**config.mk**
```make
export PLATFORM = sky130hd
export DESIGN_NAME = seg_display_scanner
export DESIGN_NICKNAME = d
export VERILOG_FILES = /design/src/rtl/seg_pkg.sv /design/src/rtl/seg_glyph_lut.sv /design/src/rtl/seg_display_scanner.sv
export SDC_FILE = /design/constraint.sdc
export NUM_CORES = 1
export LEC_CHECK = 0
export ABC_AREA = 1
export CORE_AREA = 4 4 100 102
export DETAILED_ROUTE_END_ITERATION = 16
export DIE_AREA = 0 0 104 106
export GPL_TIMING_DRIVEN = 0
export PLACE_DENSITY = 0.77
export SLEW_MARGIN = 0
export SYNTH_ARGS = -nofsm -noshare
export SYNTH_HDL_FRONTEND = slang
export SYNTH_SLANG_ARGS = --single-unit
```
**constraint.sdc**
```tcl
create_clock -name clk -period 2.32 [get_ports clk]
set_input_delay 0.232 -clock clk [delete_from_list [all_inputs] [get_ports clk]]
set_output_delay 0.232 -clock clk [all_outputs]
set_load 0.01 [all_outputs]
```
**src/rtl/seg_pkg.sv**
```systemverilog
// Shared definitions for the multiplexed seven-segment scanner: raw glyphs
// ({g,f,e,d,c,b,a}, 1 = lit), FSM state type and a decimal range helper.
package seg_pkg;

  localparam logic [6:0] GLYPH_0     = 7'b0111111;
  localparam logic [6:0] GLYPH_1     = 7'b0000110;
  localparam logic [6:0] GLYPH_2     = 7'b1011011;
  localparam logic [6:0] GLYPH_3     = 7'b1001111;
  localparam logic [6:0] GLYPH_4     = 7'b1100110;
  localparam logic [6:0] GLYPH_5     = 7'b1101101;
  localparam logic [6:0] GLYPH_6     = 7'b1111101;
  localparam logic [6:0] GLYPH_7     = 7'b0000111;
  localparam logic [6:0] GLYPH_8     = 7'b1111111;
  localparam logic [6:0] GLYPH_9     = 7'b1101111;
  localparam logic [6:0] GLYPH_A     = 7'b1110111;
  localparam logic [6:0] GLYPH_B     = 7'b1111100;
  localparam logic [6:0] GLYPH_C     = 7'b0111001;
  localparam logic [6:0] GLYPH_D     = 7'b1011110;
  localparam logic [6:0] GLYPH_E     = 7'b1111001;
  localparam logic [6:0] GLYPH_F     = 7'b1110001;
  localparam logic [6:0] ERR_GLYPH   = 7'b1000000;
  localparam logic [6:0] BLANK_GLYPH = 7'b0000000;

  typedef enum logic [1:0] {
    ST_IDLE,
    ST_HEX,
    ST_CONV,
    ST_COMMIT
  } state_e;

  // Largest value representable in n decimal digits.
  function automatic logic [63:0] pow10_m1(input int n);
    logic [63:0] p;
    p = 64'd1;
    for (int i = 0; i < n; i++) p = p * 64'd10;
    return p - 64'd1;
  endfunction

endpackage

```
**src/rtl/seg_glyph_lut.sv**
```systemverilog
// Maps one display digit to its raw segment pattern; error overrides blanking.
module seg_glyph_lut
  import seg_pkg::*;
(
  input  logic [3:0] nibble_i,
  input  logic       blank_i,
  input  logic       err_i,
  output logic [6:0] raw_o
);

  always_comb begin
    raw_o = BLANK_GLYPH;
    if (err_i) begin
      raw_o = ERR_GLYPH;
    end else if (!blank_i) begin
      case (nibble_i)
        4'h0: raw_o = GLYPH_0;
        4'h1: raw_o = GLYPH_1;
        4'h2: raw_o = GLYPH_2;
        4'h3: raw_o = GLYPH_3;
        4'h4: raw_o = GLYPH_4;
        4'h5: raw_o = GLYPH_5;
        4'h6: raw_o = GLYPH_6;
        4'h7: raw_o = GLYPH_7;
        4'h8: raw_o = GLYPH_8;
        4'h9: raw_o = GLYPH_9;
        4'hA: raw_o = GLYPH_A;
        4'hB: raw_o = GLYPH_B;
        4'hC: raw_o = GLYPH_C;
        4'hD: raw_o = GLYPH_D;
        4'hE: raw_o = GLYPH_E;
        4'hF: raw_o = GLYPH_F;
        default: raw_o = BLANK_GLYPH;
      endcase
    end
  end

endmodule

```
**src/rtl/seg_display_scanner.sv**
```systemverilog
// Multi-digit seven-segment controller: load handshake, hex or double-dabble
// decimal conversion, atomic commit to display registers, time-multiplexed scan.
//   state  | meaning
//   IDLE   | ready, waiting for load
//   HEX    | copy nibbles into the result register
//   CONV   | one double-dabble step per cycle
//   COMMIT | write result, blanking and error flags to display registers
module seg_display_scanner
  import seg_pkg::*;
#(
  parameter int N_DIGITS       = 4,
  parameter int BIN_W          = 16,
  parameter int CLK_DIV        = 50000,
  parameter int ACTIVE_LOW_SEG = 1,
  parameter int ACTIVE_LOW_AN  = 1
) (
  input  logic                clk,
  input  logic                rst,
  input  logic                load,
  input  logic [BIN_W-1:0]    bin_in,
  input  logic                hex_mode,
  input  logic                blank_lz,
  input  logic [N_DIGITS-1:0] dp_in,
  output logic                ready,
  output logic [6:0]          seg,
  output logic                dp,
  output logic [N_DIGITS-1:0] an
);

  localparam int   DW      = 4 * N_DIGITS;
  localparam int   HW      = (BIN_W < DW) ? BIN_W : DW;
  localparam int   IW      = (N_DIGITS > 1) ? $clog2(N_DIGITS) : 1;
  localparam int   PW      = $clog2(CLK_DIV);
  localparam int   CW      = $clog2(BIN_W + 1);
  localparam logic SEG_INV = (ACTIVE_LOW_SEG != 0);
  localparam logic AN_INV  = (ACTIVE_LOW_AN != 0);

  state_e              state_q, state_d;
  logic [BIN_W-1:0]    bin_q, bin_d;
  logic [DW-1:0]       res_q, res_d;
  logic [CW-1:0]       cnt_q, cnt_d;
  logic                blank_q, blank_d;
  logic                ovf_q, ovf_d;
  logic [N_DIGITS-1:0] dpc_q, dpc_d;

  logic [DW-1:0]       disp_nib_q, disp_nib_d;
  logic [N_DIGITS-1:0] disp_blank_q, disp_blank_d;
  logic                disp_err_q, disp_err_d;
  logic [N_DIGITS-1:0] disp_dp_q, disp_dp_d;

  logic [PW-1:0]       pres_q;
  logic [IW-1:0]       idx_q;
  logic                tick, tick_q;
  logic [6:0]          seg_q;
  logic                dp_q;
  logic [N_DIGITS-1:0] an_q;

  logic [DW-1:0]       adj;
  logic [N_DIGITS-1:0] lz_blank;
  logic                all_zero;
  logic [6:0]          glyph_raw;

  always_comb begin
    adj = '0;
    for (int i = 0; i < N_DIGITS; i++) begin
      adj[4*i +: 4] = (res_q[4*i +: 4] >= 4'd5) ? res_q[4*i +: 4] + 4'd3 : res_q[4*i +: 4];
    end
  end

  // A digit is blanked when it and every digit above it are zero; digit 0 never is.
  always_comb begin
    lz_blank = '0;
    all_zero = 1'b1;
    for (int i = N_DIGITS - 1; i >= 0; i--) begin
      all_zero = all_zero & (res_q[4*i +: 4] == 4'd0);
      if (i != 0) lz_blank[i] = blank_q & ~ovf_q & all_zero;
    end
  end

  always_comb begin
    state_d      = state_q;
    bin_d        = bin_q;
    res_d        = res_q;
    cnt_d        = cnt_q;
    blank_d      = blank_q;
    ovf_d        = ovf_q;
    dpc_d        = dpc_q;
    disp_nib_d   = disp_nib_q;
    disp_blank_d = disp_blank_q;
    disp_err_d   = disp_err_q;
    disp_dp_d    = disp_dp_q;
    case (state_q)
      ST_IDLE: begin
        if (load) begin
          bin_d   = bin_in;
          blank_d = blank_lz;
          dpc_d   = dp_in;
          ovf_d   = !hex_mode && (64'(bin_in) > pow10_m1(N_DIGITS));
          res_d   = '0;
          cnt_d   = CW'(BIN_W);
          state_d = hex_mode ? ST_HEX : ST_CONV;
        end
      end
      ST_HEX: begin
        res_d         = '0;
        res_d[HW-1:0] = bin_q[HW-1:0];
        state_d       = ST_COMMIT;
      end
      ST_CONV: begin
        if (cnt_q == '0) begin
          state_d = ST_COMMIT;
        end else begin
          res_d = {adj[DW-2:0], bin_q[BIN_W-1]};
          bin_d = bin_q << 1;
          cnt_d = cnt_q - CW'(1);
        end
      end
      ST_COMMIT: begin
        disp_nib_d   = res_q;
        disp_blank_d = lz_blank;
        disp_err_d   = ovf_q;
        disp_dp_d    = dpc_q;
        state_d      = ST_IDLE;
      end
      default: state_d = ST_IDLE;
    endcase
  end

  assign tick = (pres_q == PW'(CLK_DIV - 1));

  seg_glyph_lut u_lut (
    .nibble_i (disp_nib_q[4*idx_q +: 4]),
    .blank_i  (disp_blank_q[idx_q]),
    .err_i    (disp_err_q),
    .raw_o    (glyph_raw)
  );

  always_ff @(posedge clk) begin
    if (rst) begin
      state_q      <= ST_IDLE;
      bin_q        <= '0;
      res_q        <= '0;
      cnt_q        <= '0;
      blank_q      <= 1'b0;
      ovf_q        <= 1'b0;
      dpc_q        <= '0;
      disp_nib_q   <= '0;
      disp_blank_q <= '0;
      disp_err_q   <= 1'b0;
      disp_dp_q    <= '0;
      pres_q       <= '0;
      idx_q        <= IW'(N_DIGITS - 1);
      tick_q       <= 1'b0;
      seg_q        <= {7{SEG_INV}};
      dp_q         <= SEG_INV;
      an_q         <= {N_DIGITS{AN_INV}};
    end else begin
      state_q      <= state_d;
      bin_q        <= bin_d;
      res_q        <= res_d;
      cnt_q        <= cnt_d;
      blank_q      <= blank_d;
      ovf_q        <= ovf_d;
      dpc_q        <= dpc_d;
      disp_nib_q   <= disp_nib_d;
      disp_blank_q <= disp_blank_d;
      disp_err_q   <= disp_err_d;
      disp_dp_q    <= disp_dp_d;
      pres_q       <= tick ? '0 : pres_q + PW'(1);
      tick_q       <= tick;
      if (tick) idx_q <= (idx_q == IW'(N_DIGITS - 1)) ? '0 : idx_q + IW'(1);
      // Pins refresh only at slot start so a commit never changes a digit mid-slot.
      if (tick_q) begin
        seg_q <= glyph_raw ^ {7{SEG_INV}};
        dp_q  <= disp_dp_q[idx_q] ^ SEG_INV;
        an_q  <= (N_DIGITS'(1) << idx_q) ^ {N_DIGITS{AN_INV}};
      end
    end
  end

  assign ready = (state_q == ST_IDLE);
  assign seg   = seg_q;
  assign dp    = dp_q;
  assign an    = an_q;

endmodule

```
==> impl_metrics.py <==
metrics = {
    "detailed_routing": {
        "ant_nets": 0,
        "detail_route.wl_per_cell_um": 13.6,
        "dr.pass1.iters": 5,
        "drt_iter0_markers": 415,
        "wl_um": 12500,
        "via_count": 5088,
        "viasPerCell": 5.53,
        "drc": 0,
    },
    "floorplanning": {
        "fp.dieH_um": 106,
        "rows": 35,
        "die_x_um": 104,
        "fp.dieArea_um2": 11000,
        "io_pins": 38,
        "initial_core_util": 0.577,
        "coreArea_um2": 9110,
    },
    "logic_synthesis": {
        "ys_async_sr_fraction": 0,
        "ys_top_cells_by_count": "nand2_1 (182), dfxtp_1 (100), o21ai_0 (82)",
        "synthCells": 757,
        "synth_enable_flop_cells": 0,
        "syn_area_per_cell_um2": 6.95,
        "synth_flop_cell": "dfxtp_1",
        "yosys-top-cells-area": "dfxtp_1 (38%), nand2_1 (13%), o21ai_0 (7.8%)",
        "yosysSeqAreaShare": 0.381,
        "synth_area_um2": 5260,
        "synthDistinctLibCells": 37,
        "syn_nets": 809,
        "yosys_warnings": 0,
        "yosys.area.top_type_share": 0.381,
        "ys_seq_elements": 100,
        "synth_top_area_cell": "dfxtp_1",
        "yosysMostFrequentCell": "nand2_1",
    },
    "final_layout": {
        "nNetsFinal": 856,
        "n_antenna_cell": 0,
        "areaGrowthSynthToFinish_pct": 13.5,
        "final_layout_size_suffix_gt1_frac": 0.0742,
    },
    "critical_path": {
        "r2r-start": "idx_q[0]",
        "critPathLaunchType": "flop",
        "cp.buffers_inverters": 3,
        "critPathMostFrequentCell": "nand2_1",
        "crit_family": "simple AND/OR/NAND/NOR gates",
        "cp.required_ns": 2.60,
        "ff2ff_path_depth": 13,
        "crit_chain": "inv_2 -> buf_2 -> nand2_1 -> nand3_1 -> nand2_1 -> inv_1 -> ha_1 -> nand3_1 -> nand2_1 -> nand2_1 -> nand3_1 -> nand2_1 -> nand2_1",
        "cp_slowest_cell": "dfxtp_1",
        "critPathKind": "flop to flop",
        "worstSetupEndpointType": "flop",
        "r2r_end": "seg[6]",
        "cp.depth": 13,
        "cp_max_fo": 11,
        "critPathMaxStageDelay_ns": 0.50,
        "ff2ff_setup_slack_ns": 0.29,
        "arrival_ns": 2.31,
    },
    "pwr": {
        "leakage_nw": 2.43,
        "power_mw": 5.27,
        "ir_worst_vdd_uv": 813,
        "p_per_area_nw_per_um2": 883,
    },
    "clock_network": {
        "cts_setup_buffers": 0,
        "worstSkewPairLatency_ns": 0.38,
        "clock_sinks": 100,
        "clock_path_buffers": 2,
        "root_buffer": "clkbuf_8",
        "tritoncts": "done",
        "cts-htree-levels": 3,
        "cts_resized": 0,
        "clk_pin_slew_ns": 0.10,
        "numCtsBuffers": 9,
        "cts_hold_buf": 0,
    },
    "timing": {
        "clock_skew_ns": 0.00843,
        "rsz0062_at_grt": "false",
        "tns_ns": 0,
        "setup-violations-final": 0,
        "relSlewSlack": 0.454,
        "fin_hold_ws_ns": 0.198,
        "worstMarginPinSlew_ns": 0.812,
        "fin_crit_sh": 0.875,
        "slew_violations": 0,
        "fmax_mhz": 493,
        "fin_crit_ns": 2.03,
        "hold_viol": 0,
    },
    "placement": {
        "place_congestion": 0.887,
        "portBuffers": 36,
        "hpwl_um": 9520,
    },
    "global_route": {
        "grt_pass1_wl_um": 22000,
        "antenna_found_initial": 0,
        "grt_max_degree": 20,
        "grt.total_usage": 0.237,
        "first_global_vias": 4785,
        "grt-ovfl-total": 0,
    },
    "hold_path": {
        "hp-class": "input port to flop",
        "holdPathStages": 3,
        "hp-start": "rst",
        "holdPathEnd": "an[2]",
    },
    "run_status": {
        "status": "complete, no violations",
    },
    "flow_run": {
        "cap_violations": 0,
    },
}
how the worst max path moves through the flow:
stage | from | endpoint | slack (ns)
6_report | idx_q[0] | seg[6] | 0.29
5_1_grt | idx_q[0] | seg[0] | 0.04
4_1_cts | idx_q[0] | seg[0] | 0.30
3_5_place_dp | idx_q[0] | seg[0] | 0.34
3_3_place_gp | idx_q[0] | seg[5] | 0.36
2_1_floorplan | idx_q[0] | seg[5] | 0.63
cell usage in the layout, fill, tap and decap left out, types with 2 or more instances in the layout:
| master | count |
|---|---|
| nand3b_1 | 3 |
| nand3_1 | 52 |
| a21oi_2 | 10 |
| inv_1 | 74 |
| inv_2 | 2 |
| buf_6 | 2 |
| nand2_2 | 13 |
| clkdlybuf4s50_1 | 36 |
| nor4_1 | 2 |
| nor3b_1 | 3 |
| a21oi_1 | 65 |
| clkbuf_8 | 9 |
| inv_8 | 3 |
| buf_2 | 8 |
| o21ai_0 | 82 |
| nor2_1 | 71 |
| clkbuf_1 | 15 |
| clkinv_1 | 2 |
| o31ai_1 | 2 |
| o211ai_1 | 2 |
| dfxtp_1 | 100 |
| buf_1 | 2 |
| inv_6 | 2 |
| ha_1 | 27 |
| nand4_1 | 8 |
| o22ai_1 | 2 |
| nand2_1 | 182 |
| nor3_1 | 10 |
| xor2_1 | 5 |
| buf_4 | 2 |
worst reg2reg max path: stages, from the launching register on:
cell     delay, ns
dfxtp_1       0.50
inv_2         0.09
buf_2         0.20
nand2_1       0.08
nand3_1       0.06
nand2_1       0.21
inv_1         0.11
ha_1          0.23
nand3_1       0.14
nand2_1       0.07
nand2_1       0.05
nand3_1       0.07
nand2_1       0.07
nand2_1       0.04
through the flow:
step                std cells   util  setup slack [ns]  cell area [um2]
global placement          904  0.632             0.358             5760
CTS                       920  0.655             0.298             5970
finish                    920  0.655             0.291             5970
global route              920  0.655            0.0437             5970
detailed placement        904  0.632             0.337             5760
floorplan                 757      -             0.628             5260
logic make-up (layout without fill, tap and decap cells):
group,count (synthesis),after routing,synth area share
simple gates,347,347,0.284
flops,100,100,0.381
buf+inv,109,161,0.0866
fa+ha+maj,27,27,0.0643
xor+xnor,6,6,0.0100
compound gates,168,168,0.174
metal layers:
| metal | track usage | routed length (um) |
|---|---|---|
| met1 | 0.316 | 5690 |
| met2 | 0.394 | 5850 |
| met3 | 0.0364 | 724 |
| met4 | 0.0826 | 242 |
| met5 | 0 | 0 |
sequential cells by signal, summed over array words and instances, names as in the netlist:
signal / cells
bin_q: 16
disp_nib_q: 16
pres_q: 16
res_q: 16
seg: 7
cnt_q: 5
an: 4
disp_dp_q: 4
dpc_q: 4
disp_blank_q: 3
idx_q: 2
state_q: 2
blank_q: 1
disp_err_q: 1
dp: 1
ovf_q: 1
tick_q: 1
power breakdown:
part	total [mW]	internal (mW)	switching, mW
sequential	2.17	2.00	0.176
combinational	1.91	0.642	1.27
clock	1.19	0.527	0.659
total	5.27	3.16	2.10
layout make-up:
class,instances,area (um2)
tap,111,139
buffer,30,156
fill,832,3140
clock inverter,7,86.3
inverter,79,299
multi-input combinational,548,2800
timing repair buffer,36,360
sequential,100,2000
clock buffer,9,124
No activity file was read; power rests on OpenSTA's default activity.
